[src/rtl/dmem_pkg.sv]
// dmem_pkg: shared types for the data-memory arbiter.
//   state_t : arbiter FSM states
//   SZ_*    : LSU access-size encodings (3 is reserved and always misaligned)
//   req_t   : requester identifier used for grant tracking
package dmem_pkg;

   typedef enum logic [1:0] {
      IDLE  = 2'd0,
      ISSUE = 2'd1,
      WAIT  = 2'd2,
      RESP  = 2'd3
   } state_t;

   localparam logic [1:0] SZ_B = 2'd0;
   localparam logic [1:0] SZ_H = 2'd1;
   localparam logic [1:0] SZ_W = 2'd2;

   typedef enum logic {
      REQ_IFU = 1'b0,
      REQ_LSU = 1'b1
   } req_t;

endpackage

[src/rtl/dmem_lane_align.sv]
// dmem_lane_align: purely combinational byte-lane logic.
//   is_ifu     in  : request comes from the IFU (word fetch, no extension)
//   addr_lo    in  : byte offset within the word
//   size       in  : SZ_B / SZ_H / SZ_W (3 = reserved)
//   zext       in  : zero-extend loads instead of sign-extending
//   wdata      in  : right-justified store data
//   rword      in  : raw word read from memory
//   misaligned out : access cannot be served
//   wmask      out : byte-lane write mask
//   wdata_lane out : store data shifted into its byte lanes
//   rdata_ext  out : extracted and extended load data
module dmem_lane_align
   import dmem_pkg::*;
(
   input  logic        is_ifu,
   input  logic [1:0]  addr_lo,
   input  logic [1:0]  size,
   input  logic        zext,
   input  logic [31:0] wdata,
   input  logic [31:0] rword,
   output logic        misaligned,
   output logic [3:0]  wmask,
   output logic [31:0] wdata_lane,
   output logic [31:0] rdata_ext
);

   logic [3:0]  base_mask;
   logic [31:0] shifted;

   always_comb begin
      base_mask  = 4'b0000;
      misaligned = 1'b1;
      case (size)
         SZ_B: begin base_mask = 4'b0001; misaligned = 1'b0;               end
         SZ_H: begin base_mask = 4'b0011; misaligned = addr_lo[0];         end
         SZ_W: begin base_mask = 4'b1111; misaligned = (addr_lo != 2'b00); end
         default: ;
      endcase
      // Fetches are always full words regardless of the LSU size field.
      if (is_ifu) misaligned = (addr_lo != 2'b00);
   end

   assign wmask      = base_mask << addr_lo;
   assign wdata_lane = wdata << {addr_lo, 3'b000};
   assign shifted    = rword >> {addr_lo, 3'b000};

   always_comb begin
      rdata_ext = shifted;
      if (is_ifu) begin
         rdata_ext = rword;
      end else begin
         case (size)
            SZ_B: rdata_ext = zext ? {24'h0, shifted[7:0]}
                                   : {{24{shifted[7]}}, shifted[7:0]};
            SZ_H: rdata_ext = zext ? {16'h0, shifted[15:0]}
                                   : {{16{shifted[15]}}, shifted[15:0]};
            default: rdata_ext = shifted;
         endcase
      end
   end

endmodule

[src/rtl/dmem_arbiter.sv]
// dmem_arbiter: shares one single-port data memory between the IFU (read-only)
// and the LSU (byte/half/word loads and stores). One transaction at a time.
//   ifu_*  : IFU request (valid/ready) and response (rvalid/rready) channels
//   lsu_*  : LSU request and response channels
//   mem_*  : memory macro port, active only in the ISSUE cycle
// Handshakes: a request transfers on the edge where valid && ready; a
// response transfers on the edge where rvalid && rready; rvalid, rdata and
// err hold steady until that edge.
module dmem_arbiter
   import dmem_pkg::*;
#(
   parameter int MEM_LAT = 1,
   parameter int ADDR_W  = 32
) (
   input  logic              clk,
   input  logic              rst_n,
   input  logic              ifu_valid,
   output logic              ifu_ready,
   input  logic [ADDR_W-1:0] ifu_addr,
   output logic              ifu_rvalid,
   input  logic              ifu_rready,
   output logic [31:0]       ifu_rdata,
   output logic              ifu_err,
   input  logic              lsu_valid,
   output logic              lsu_ready,
   input  logic              lsu_we,
   input  logic [1:0]        lsu_size,
   input  logic              lsu_unsigned,
   input  logic [ADDR_W-1:0] lsu_addr,
   input  logic [31:0]       lsu_wdata,
   output logic              lsu_rvalid,
   input  logic              lsu_rready,
   output logic [31:0]       lsu_rdata,
   output logic              lsu_err,
   output logic              mem_en,
   output logic              mem_we,
   output logic [3:0]        mem_wmask,
   output logic [ADDR_W-1:0] mem_addr,
   output logic [31:0]       mem_wdata,
   input  logic [31:0]       mem_rdata
);

   state_t      state;
   req_t        last_grant, gnt, cur;
   logic [1:0]  r_addr_lo, r_size;
   logic        r_zext, r_we;
   logic [2:0]  cnt;

   logic              idle, accept, cur_we;
   logic [ADDR_W-1:0] cur_addr;
   logic              al_is_ifu, al_zext;
   logic [1:0]        al_addr_lo, al_size;
   logic              al_misaligned;
   logic [3:0]        al_wmask;
   logic [31:0]       al_wdata, al_rdata;

   // Round-robin: on contention the requester not served last wins.
   assign idle      = (state == IDLE) && rst_n;
   assign ifu_ready = idle && ifu_valid && (!lsu_valid || last_grant == REQ_LSU);
   assign lsu_ready = idle && lsu_valid && (!ifu_valid || last_grant == REQ_IFU);
   assign accept    = ifu_ready || lsu_ready;
   assign cur       = ifu_ready ? REQ_IFU : REQ_LSU;
   assign cur_addr  = ifu_ready ? ifu_addr : lsu_addr;
   assign cur_we    = !ifu_ready && lsu_we;

   // The lane aligner looks at the incoming request while idle (misalignment
   // check, store lanes) and at the latched request afterwards (load extract).
   always_comb begin
      if (state == IDLE) begin
         al_is_ifu  = ifu_ready;
         al_addr_lo = cur_addr[1:0];
         al_size    = lsu_size;
         al_zext    = lsu_unsigned;
      end else begin
         al_is_ifu  = (gnt == REQ_IFU);
         al_addr_lo = r_addr_lo;
         al_size    = r_size;
         al_zext    = r_zext;
      end
   end

   dmem_lane_align u_align (
      .is_ifu     (al_is_ifu),
      .addr_lo    (al_addr_lo),
      .size       (al_size),
      .zext       (al_zext),
      .wdata      (lsu_wdata),
      .rword      (mem_rdata),
      .misaligned (al_misaligned),
      .wmask      (al_wmask),
      .wdata_lane (al_wdata),
      .rdata_ext  (al_rdata)
   );

   always_ff @(posedge clk or negedge rst_n) begin
      if (!rst_n) begin
         state      <= IDLE;
         last_grant <= REQ_LSU;
         gnt        <= REQ_LSU;
         r_addr_lo  <= 2'b00;
         r_size     <= 2'b00;
         r_zext     <= 1'b0;
         r_we       <= 1'b0;
         cnt        <= 3'd0;
         ifu_rvalid <= 1'b0;
         ifu_rdata  <= 32'h0;
         ifu_err    <= 1'b0;
         lsu_rvalid <= 1'b0;
         lsu_rdata  <= 32'h0;
         lsu_err    <= 1'b0;
         mem_en     <= 1'b0;
         mem_we     <= 1'b0;
         mem_wmask  <= 4'b0000;
         mem_addr   <= '0;
         mem_wdata  <= 32'h0;
      end else begin
         case (state)
            IDLE: begin
               if (accept) begin
                  gnt        <= cur;
                  last_grant <= cur;
                  r_addr_lo  <= cur_addr[1:0];
                  r_size     <= lsu_size;
                  r_zext     <= lsu_unsigned;
                  r_we       <= cur_we;
                  if (al_misaligned) begin
                     // Rejected without touching memory.
                     if (ifu_ready) begin
                        ifu_rvalid <= 1'b1;
                        ifu_err    <= 1'b1;
                     end else begin
                        lsu_rvalid <= 1'b1;
                        lsu_err    <= 1'b1;
                     end
                     state <= RESP;
                  end else begin
                     mem_en    <= 1'b1;
                     mem_we    <= cur_we;
                     mem_addr  <= {cur_addr[ADDR_W-1:2], 2'b00};
                     mem_wmask <= cur_we ? al_wmask : 4'b0000;
                     mem_wdata <= cur_we ? al_wdata : 32'h0;
                     state     <= ISSUE;
                  end
               end
            end
            ISSUE: begin
               mem_en    <= 1'b0;
               mem_we    <= 1'b0;
               mem_wmask <= 4'b0000;
               mem_addr  <= '0;
               mem_wdata <= 32'h0;
               if (r_we) begin
                  lsu_rvalid <= 1'b1;
                  state      <= RESP;
               end else begin
                  cnt   <= 3'(MEM_LAT - 1);
                  state <= WAIT;
               end
            end
            WAIT: begin
               if (cnt == 3'd0) begin
                  if (gnt == REQ_IFU) begin
                     ifu_rvalid <= 1'b1;
                     ifu_rdata  <= al_rdata;
                  end else begin
                     lsu_rvalid <= 1'b1;
                     lsu_rdata  <= al_rdata;
                  end
                  state <= RESP;
               end else begin
                  cnt <= cnt - 3'd1;
               end
            end
            RESP: begin
               if ((ifu_rvalid && ifu_rready) || (lsu_rvalid && lsu_rready)) begin
                  ifu_rvalid <= 1'b0;
                  ifu_rdata  <= 32'h0;
                  ifu_err    <= 1'b0;
                  lsu_rvalid <= 1'b0;
                  lsu_rdata  <= 32'h0;
                  lsu_err    <= 1'b0;
                  state      <= IDLE;
               end
            end
            default: state <= IDLE;
         endcase
      end
   end

endmodule

[config.mk]
export PLATFORM = sky130hd
export DESIGN_NAME = dmem_arbiter
export DESIGN_NICKNAME = d
export VERILOG_FILES = /design/src/rtl/dmem_pkg.sv /design/src/rtl/dmem_lane_align.sv /design/src/rtl/dmem_arbiter.sv
export SDC_FILE = /design/constraint.sdc
export NUM_CORES = 1
export LEC_CHECK = 0
export CORE_MARGIN = 1.5
export CORE_UTILIZATION = 30
export CTS_BUF_LIST = sky130_fd_sc_hd__clkbuf_16
export DETAILED_ROUTE_END_ITERATION = 16
export GPL_ROUTABILITY_DRIVEN = 0
export MAX_ROUTING_LAYER = met4
export SYNTH_ARGS = -nofsm -noshare
export SYNTH_HDL_FRONTEND = slang
export SYNTH_SLANG_ARGS = --single-unit
[constraint.sdc]
create_clock -name clk -period 6.7 [get_ports clk]
set_clock_uncertainty 0.2 [all_clocks]
set_input_delay 0.67 -clock clk [delete_from_list [all_inputs] [get_ports clk]]
set_output_delay 0.67 -clock clk [all_outputs]
set_load 0.02 [all_outputs]
==> summary.txt, run 1 <==
outcome - finished clean
Port Buffer Count - 275
leakage power - 0.00492 uW
nets - 1221
Die H - 165 um
Yosys reg bits - 148
crit path cell chain - inv_1 -> ha_1 -> and2_1 -> nand3_2 -> buf_4 -> inv_1 -> nor2_1 -> o21ai_1 -> a211oi_1 -> a21oi_1 -> o21ai_0
CTS clk-pin slew, worst paths - 70 ps
Post-Synth Adder-Cell Area - 1.75%
Core Rows - 59
DRC Markers - 0
RSZ-0062 raised after global routing - false
critical path fanouts, max - 36
CP startpoint kind - flip-flop
mux share of post-synthesis cell area - 7.38%
initial antenna violation count - 0
first-pass GRT wire length - 42.9 mm
Post-Route WL - 28.2 mm
Post-synth ARST share - 100%
class of the worst hold path - in -> async
CTS tree - built
dominant cell by count in the synthesized netlist - dfrtp_1
H-tree levels - 4
crit-path max cell delay - 800 ps
CTS Sinks - 148
Post-Layout Cell Count - 1420
largest net degree at the start of global routing - 83
core area - 25900 sq um
final global-route overflow total - 0
post-synth top area cell - dfrtp_1
slew margin rel. - 36.3%
Post-Synthesis Mean Instance Area - 9.58 sq um
Post-CTS Resized - 0
Pins Over Slew Limit - 0
Fmax - 0.221 GHz
vias in the first global route - 7374
CP top delay family - simple AND/OR/NAND/NOR gates
cells on worst reg2reg path - 11
routed vias/inst - 5.30
setup bufs post-CTS - 0
largest cells by area after synthesis - dfrtp_1 47%, mux2i_1 6.4%, nand2_1 5.4%
final setup vio count - 0
Post-synth top flop - dfrtp_1
io pins - 278
post-route ant nets - 0
Clock Latency Late Sink - 430 ps
most frequent cells after synthesis - 147 x dfrtp_1, 114 x nand2_1, 64 x o21ai_0, 62 x nor2_1, 57 x a21oi_1
PD cells - 533 nW/um^2
vias post-DR - 7524
Routed wire per std cell - 19.9 um
Worst VDD drop - 235 uV
Hold Buf Count CTS - 0
final hold vios - 0
mapped cell area - 7850 sq um
Tmin final - 4520 ps
Initial Util - 30.3%
share of cells above drive strength 1 - 6.54%
CTS Buffer Depth - 2
most used cell, CP - inv_1
clk root buf - clkbuf_16
P&R area growth vs syn - 46.1%
width of the die - 165 um
post-route setup TNS - 0 ps
placed instance count - 1388
Antenna Cells - 0
final worst-path cycle share - 67.4%
CP Capture Type - flip-flop
1st-pass router iterations - 5
die area - 27200 sq um
Synth Instances - 820
register area share after synthesis - 47.2%
Synth Warn # - 0
Tot GR Track Use - 21.4%
critical path arrival - 4650 ps
synth unique cells - 68
Max Cap Viol - 0
HPWL after DPL - 20.5 mm
number of synthesized flops with an enable pin - 0
Worst EP required - 6840 ps
total CTS buffers - 17
Synth top area share - 46.8%
1st-iter DRT viols - 532
critical path depth in cells - 11
CP max stage cell - nor2_1
XOR/XNOR Fraction of Synth Area - 0%
largest family of logic cells by synthesized area - compound AO/OA/AOI/OAI gates
worst-margin pin slew - 952 ps
CP Class - reg -> reg
simple-gate share of the synthesized area - 14.5%
Synth Area in Compound Gates - 25.2%
Critical path buffers and inverters - 3
power breakdown:
| part | leakage (uW) | internal (uW) | switching (uW) | total (uW) |
|---|---|---|---|---|
| clock network | 0.000279 | 552 | 423 | 975 |
| logic | 0.00271 | 1430 | 2180 | 3610 |
| registers | 0.00193 | 1280 | 239 | 1520 |
| total | 0.00492 | 3260 | 2850 | 6110 |
layout by cell type (no fill, tap or decap), types with 4 or more instances in the layout:
cell             instances
clkdlybuf4s50_1        274
dfrtp_1                147
nand2_1                114
o21ai_0                 64
nor2_1                  62
a21oi_1                 56
mux2i_1                 50
o2bb2ai_1               33
nand3_1                 32
a22o_1                  18
a32o_1                  17
clkbuf_16               17
inv_1                   16
a31oi_1                 16
a22oi_1                 16
a211oi_1                15
buf_4                   13
ha_1                    11
mux2_2                   7
nor3_1                   7
and4_1                   7
o31a_1                   7
nor2b_1                  4
inv_6                    4
state kept, by name, summed over array words and instances (netlist names):
signal	count
ifu_rvalid	1
gnt	1
mem_addr	30
ifu_rdata	32
r_zext	1
cnt	3
mem_wmask	4
mem_wdata	32
lsu_err	1
lsu_rvalid	1
r_we	1
lsu_rdata	32
mem_we	1
r_size	2
state	2
mem_en	1
r_addr_lo	2
ifu_err	1
path summary, 6_finish.rpt:
kind	end	start	slack [ps]
min reg2reg	ifu_rdata[23]	ifu_rdata[23]	280
max reg2reg	lsu_rdata[6]	state[0]	2180
min	state[1]	rst_n	80
max in group asynchronous	mem_addr[6]	rst_n	4830
min in group clk	ifu_rdata[23]	ifu_rdata[23]	280
max	lsu_rdata[6]	state[0]	2180
layer usage:
| metal | share of wire, % | wire, um | vias up | global-route usage [%] |
|---|---|---|---|---|
| met3 | 8.0 | 2250 | 38 | 5.45 |
| li1 | - | - | 3530 | - |
| met2 | 47 | 13200 | 331 | 33.2 |
| met5 | 0 | 0 | - | - |
| met4 | 1.6 | 461 | 0 | 5.69 |
| met1 | 44 | 12300 | 3625 | 27.8 |
through the flow:
step | hold slack (ps) | setup WS [ps] | power (uW) | utilization [%] | instance area (sq um)
after global placement | 267 | 2270 | 5120 | 42.0 | 10900
after CTS | 121 | 2190 | 6140 | 44.3 | 11500
final | 79.4 | 2180 | 6110 | 44.3 | 11500
after floorplan | 174 | 3390 | 3710 | - | 7860
after global routing | 158 | 1730 | 6510 | 44.3 | 11500
after detailed placement | 269 | 2150 | 5150 | 42.0 | 10900
logic make-up (layout without fill, tap and decap cells):
family	count (synthesis)	after routing
AOI/OAI and AO/OA	284	284
and+or+nand+nor	248	248
DFF	148	148
buffers and inverters	71	335
muxes	57	57
adders and majority gates	11	11
other	1	2
cell type report:
type | count | area [sq um]
tap | 335 | 419
sequential | 148 | 3700
inverter | 15 | 56.3
clock inverter | 15 | 154
fill | 2529 | 14400
multi-input combinational | 602 | 3860
clock buffer | 17 | 425
timing repair buffer | 288 | 2850
Note: power is estimated with default switching activity, not from simulation.
==> run 2: changes to the inputs <==
==> constraint.sdc (replaced) <==
create_clock -name clk -period 4.3 [get_ports clk]
set_clock_uncertainty 0.2 [all_clocks]
set_input_delay 0.43 -clock clk [delete_from_list [all_inputs] [get_ports clk]]
set_output_delay 0.43 -clock clk [all_outputs]
set_load 0.02 [all_outputs]
==> summary.txt, run 2 (synthesis gave the netlist of run 1 again) <==
outcome - finished clean
final instance area - 11600 sq um (+0.71%)
routed vias/inst - 5.26 (-0.80%)
Tot GR Track Use - 21.6% (+0.13 points)
highest-count cells in the layout ignoring fill and taps - 274 x clkdlybuf4s50_1, 147 x dfrtp_1, 114 x nand2_1
WHS - 157 ps (+77.7 ps)
cells on worst reg2reg path - 10 (-1)
Routed wire per std cell - 19.7 um (-0.96%)
Pins Over Slew Limit - 0 (unchanged)
crit path cell chain - inv_1 -> ha_1 -> buf_4 -> nand2_1 -> or4_1 -> nand3_1 -> a32oi_1 -> o2111ai_1 -> nand3_1 -> a21oi_1
commonest non-fill, non-tap cell in the layout - clkdlybuf4s50_1
CP startpoint kind - flip-flop
Tmin final - 3990 ps (-525 ps)
CP top delay family - simple AND/OR/NAND/NOR gates
share of cells above drive strength 1 - 7.40% (+0.85 points)
cell-internal power - 5100 uW (+56%)
most used cell, CP - nand3_1
register area - 3700 sq um (unchanged)
1st-iter DRT viols - 525 (-1.3%)
nets - 1231 (+0.82%)
crit-path max cell delay - 590 ps (-210 ps)
initial antenna violation count - 0 (unchanged)
final worst-path cycle share - 92.8% (+25 points)
worst-margin pin slew - 988 ps (+36.6 ps)
P&R area growth vs syn - 47.1%
CTS Sinks - 148 (unchanged)
# fillers - 2526 (-0.12%)
final global-route overflow total - 0 (unchanged)
vias in the first global route - 7484 (+1.5%)
Max Cap Viol - 0 (unchanged)
Port Buffer Count - 275 (unchanged)
Clock Latency Late Sink - 430 ps (about the same)
largest net degree at the start of global routing - 148 (+78%)
Worst VDD drop - 382 uV (+62%)
Post-Layout Cell Count - 1430 (+0.70%)
setup bufs post-CTS - 0 (unchanged)
Critical path buffers and inverters - 2 (-1)
placed instance count - 1397 (+0.65%)
CTS Buffer Depth - 2 (unchanged)
sequential power share - 24.8% (about the same)
post-route setup TNS - 0 ps (unchanged)
FF-to-FF setup slack - 310 ps (-1880 ps)
PD cells - 830 nW/um^2 (+56%)
slew margin rel. - 33.9% (-2.4 points)
leakage power - 0.00498 uW (+1.1%)
reg2reg end - ifu_rdata[30]
HPWL after DPL - 20.4 mm (-0.49%)
1st-pass router iterations - 5 (unchanged)
Fmax - 0.251 GHz (+13%)
Core Rows - 59 (unchanged)
CP max stage cell - o2111ai_1
DRC Markers - 0 (unchanged)
Antenna Cells - 0 (unchanged)
Switch Pwr - 4480 uW (+57%)
die area - 27200 sq um (unchanged)
Die H - 165 um (unchanged)
critical path fanouts, max - 15 (-58%)
clock network fraction of total power - 15.7% (-0.3 points)
H-tree levels - 4 (unchanged)
width of the die - 165 um (unchanged)
Comb power frac - 59.6% (+0.5 points)
CTS tree - built
Crit Reg-Reg Startpoint - state[1]
CTS clk-pin slew, worst paths - 70 ps (about the same)
CP Class - reg -> reg
Multi-input gate area - 3860 sq um (about the same)
Post-Route WL - 28.1 mm (-0.26%)
final hold vios - 0 (unchanged)
biggest regs - ifu_rdata x32, lsu_rdata x32, mem_wdata x32
io pins - 278 (unchanged)
critical path arrival - 4130 ps (-520 ps)
Critical path origin - state[1]
RSZ-0062 raised after global routing - false
final setup vio count - 0 (unchanged)
Worst EP required - 4440 ps (-2400 ps)
post-route ant nets - 0 (unchanged)
first-pass GRT wire length - 43.2 mm (+0.79%)
total CTS buffers - 17 (unchanged)
CP Capture Type - flip-flop
core area - 25900 sq um (unchanged)
Post-Place Cell Area - 11000 sq um (+0.74%)
class of the worst hold path - in -> async
clk root buf - clkbuf_16
Initial Util - 30.3% (unchanged)
vias post-DR - 7516 (-0.11%)
Sw Share - 46.8% (+0.18 points)
-- run 2: power groups by stage --
stage	clock network (uW)	logic [uW]	registers [uW]
after floorplan	0	2850	2940
after global placement	0	5680	2390
after detailed placement	0	5730	2390
after CTS	1530	5740	2380
after global routing	1590	6260	2450
final	1500	5710	2380
-- run 2: layout make-up --
type	count	share of cell area (%)
Timing Repair Buffer	298	25.5
Inverter	15	0.487
Clock inverter	15	1.25
Clock buffer	17	3.68
Sequential cell	148	32.1
Tap cell	335	3.63
Multi-Input combinational cell	602	33.4
-- run 2: timing repair --
action                                  in CTS  in global routing
endpoints found under the setup margin       0                  1
hold endpoints to repair                     1                  0
hold buffers                                 1                  0
gates resized for setup                      0                  1
-- run 2: worst max-delay path by stage --
stage | to | slack (ps) | cells after the start
floorplan | mem_wdata[0] | 990 | 11
global placement | lsu_rvalid | 450 | 9
detailed placement | ifu_rdata[30] | 360 | 10
CTS | ifu_rdata[30] | 330 | 10
global route | ifu_rdata[24] | 4 | 10
finish | ifu_rdata[30] | 310 | 10
-- run 2: metrics by stage --
step / setup slack (ps) / util [%] / power, uW
final: 310 / 44.6 / 9590
after global routing: 4.10 / 44.6 / 10300
after CTS: 327 / 44.6 / 9650
after detailed placement: 360 / 42.4 / 8120
after global placement: 451 / 42.4 / 8070
after floorplan: 991 / - / 5790
-- run 2: per-layer routing --
| layer | part of all wire [%] | vias up | GRT usage (%) |
|---|---|---|---|
| met1 | 44 | 3638 | 27.1 |
| met5 | 0 | - | - |
| met4 | 1.8 | 0 | 6.27 |
| met3 | 7.1 | 32 | 5.10 |
| met2 | 47 | 288 | 34.5 |
| li1 | - | 3558 | - |
==> run 3: changes to the inputs <==
--- a/config.mk
+++ b/config.mk
@@ -13,4 +13,5 @@
 export MAX_ROUTING_LAYER = met4
 export SYNTH_ARGS = -nofsm -noshare
 export SYNTH_HDL_FRONTEND = slang
+export SYNTH_HIERARCHICAL = 1
 export SYNTH_SLANG_ARGS = --single-unit
==> summary.txt, run 3 <==
outcome - finished with violations
failing checks - negative hold slack
Worst VDD drop - 406 uV (+6.4%)
critical path fanouts, max - 37 (+22)
slew margin rel. - 29.9% (-4.0 points)
Hold Buf Count CTS - 0 (-1)
clk root buf - clkbuf_16
Post-Route WL - 25.1 mm (-11%)
initial antenna violation count - 0 (unchanged)
vias in the first global route - 6818 (-8.9%)
P&R area growth vs syn - 48.2%
share of cells above drive strength 1 - 8.31% (+0.91 points)
Multi-input gate area - 3640 sq um (-5.9%)
Max Cap Viol - 0 (unchanged)
total CTS buffers - 17 (unchanged)
mapped cell area - 7680 sq um (-2.2%)
Post-synth ARST share - 100% (unchanged)
crit path cell chain - inv_1 -> ha_1 -> nand4_1 -> mux2i_1 -> a21oi_4 -> a21oi_1 -> nor2_1 -> a2bb2oi_1 -> nand2b_1 -> or3_1 -> nor3b_4 -> buf_12 -> a22o_1
CP startpoint kind - flip-flop
Tot GR Track Use - 19.6% (-2.0 points)
routed vias/inst - 4.85 (-7.6%)
first-pass GRT wire length - 39.2 mm (-9.2%)
H-tree levels - 4 (unchanged)
total power - 9050 uW (-5.5%)
register area - 3700 sq um (unchanged)
CP Class - reg -> reg
vias post-DR - 6864 (-8.7%)
PD cells - 796 nW/um^2 (-4.1%)
Critical path buffers and inverters - 2 (unchanged)
core area - 25200 sq um (-2.8%)
largest net degree at the start of global routing - 154 (+4.1%)
leakage power - 0.00511 uW (+2.7%)
Post-CTS Resized - 0 (unchanged)
number of synthesized flops with an enable pin - 0 (unchanged)
largest cells by area after synthesis - dfrtp_1 48%, nand2_1 8.2%, o21ai_0 7.9%
placed instance count - 1381 (-1.1%)
biggest regs - ifu_rdata x32, lsu_rdata x32, mem_wdata x32
CTS Sinks - 148 (unchanged)
crit-path max cell delay - 440 ps (-150 ps)
CTS tree - built
RSZ-0062 raised after global routing - false
post-synth top area cell - dfrtp_1
Fmax - 0.268 GHz (+6.8%)
dominant cell by count in the synthesized netlist - nand2_1
1st-iter DRT viols - 514 (-2.1%)
final setup vio count - 0 (unchanged)
width of the die - 163 um (-1.1%)
worst-margin pin slew - 1050 ps (+63.8 ps)
post-route setup TNS - 0 ps (unchanged)
highest-count cells in the layout ignoring fill and taps - 274 x clkdlybuf4s50_1, 167 x nand2_1, 147 x dfrtp_1
most frequent cells after synthesis - 168 x nand2_1, 147 x dfrtp_1, 121 x o21ai_0, 60 x mux2i_1
Post-Synthesis Mean Instance Area - 9.41 sq um (-1.7%)
DRC Markers - 0 (unchanged)
1st-pass router iterations - 5 (unchanged)
critical path arrival - 3900 ps (-230 ps)
Pins Over Slew Limit - 0 (unchanged)
register area share after synthesis - 48.2% (+1.1 points)
Port Buffer Count - 275 (unchanged)
final global-route overflow total - 0 (unchanged)
Synth top area share - 47.9% (+1.1 points)
# fillers - 2481 (-1.8%)
Die H - 163 um (-1.1%)
Initial Util - 30.5% (+0.19 points)
CP top delay family - simple AND/OR/NAND/NOR gates
CTS Buffer Depth - 2 (unchanged)
synth unique cells - 54 (-21%)
Core Rows - 58 (-1.7%)
WHS - -162 ps (-319 ps)
final worst-path cycle share - 86.9% (-5.9 points)
io pins - 278 (unchanged)
nets - 1219 (-0.97%)
CP Capture Type - flip-flop
Tmin final - 3740 ps (-254 ps)
CTS clk-pin slew, worst paths - 70 ps (about the same)
Synth Instances - 816 (-0.49%)
Synth Warn # - 6 (+6)
Worst EP required - 4460 ps (+20 ps)
Post-synth top flop - dfrtp_1
CP max stage cell - dfrtp_1
class of the worst hold path - in -> async
Post-Layout Cell Count - 1414 (-1.1%)
die area - 26600 sq um (-2.2%)
HPWL after DPL - 17.8 mm (-13%)
final hold vios - 60 (+60)
post-route ant nets - 0 (unchanged)
Final Util - 45.2% (+0.60 points)
setup bufs post-CTS - 0 (unchanged)
commonest non-fill, non-tap cell in the layout - clkdlybuf4s50_1
Yosys reg bits - 148 (unchanged)
Routed wire per std cell - 17.7 um (-9.8%)
Clock Latency Late Sink - 420 ps (about the same)
run 3: changes by cell type in the layout (fill, tap and decap cells not counted), sizes merged, moves of 8 or more:
cell,previous run,this run
o21ai,69,121
nand3,33,15
mux2i,50,61
a21oi,58,36
a22o,18,36
o2bb2ai,33,8
mux2,7,15
a31oi,17,1
a32o,17,0
nand2,114,176
nor2,63,20
run 3: final timing paths:
path	from	to	slack [ps]	cells after the start
max reg2reg	state[0]	mem_wdata[31]	560	13
min in group clk	mem_addr[14]	mem_addr[14]	280	2
min	rst_n	ifu_rdata[24]	-160	2
min reg2reg	mem_addr[14]	mem_addr[14]	280	2
max	state[0]	mem_wdata[31]	560	13
max in group asynchronous	rst_n	mem_addr[18]	3160	2
run 3: layout make-up:
type                       count  area share (%)
tap                          330            3.63
antenna                        1          0.0220
sequential                   148            32.5
clock buffer                  17            3.74
timing repair buffer         293            25.7
clock inverter                15            1.57
inverter                      25           0.824
multi-input combinational    585            32.0
run 3: cells by family after synthesis:
group	Yosys count	synth area share [%]
buffers and inverters	84	4.98
DFF	148	48.2
other	1	0.0488
muxes	76	10.3
and+or+nand+nor	249	14.3
AOI/OAI and AO/OA	247	20.3
adders and majority gates	11	1.79
run 3: metal layers:
metal	wire length, um	GRT usage (%)
met4	336	4.88
met2	12100	31.3
met5	0	-
met3	1410	4.01
met1	11300	25.3
run 3: metrics by stage:
stage	setup slack [ps]	area, sq um
floorplan	534	7680
global placement	555	10800
detailed placement	495	10800
CTS	585	11400
global route	225	11400
finish	563	11400
run 3: power breakdown:
group,switching [uW],internal (uW),total [uW],leakage (uW)
sequential,303,1930,2240,0.00195
clock,621,916,1540,0.000282
combinational,3160,2120,5280,0.00288
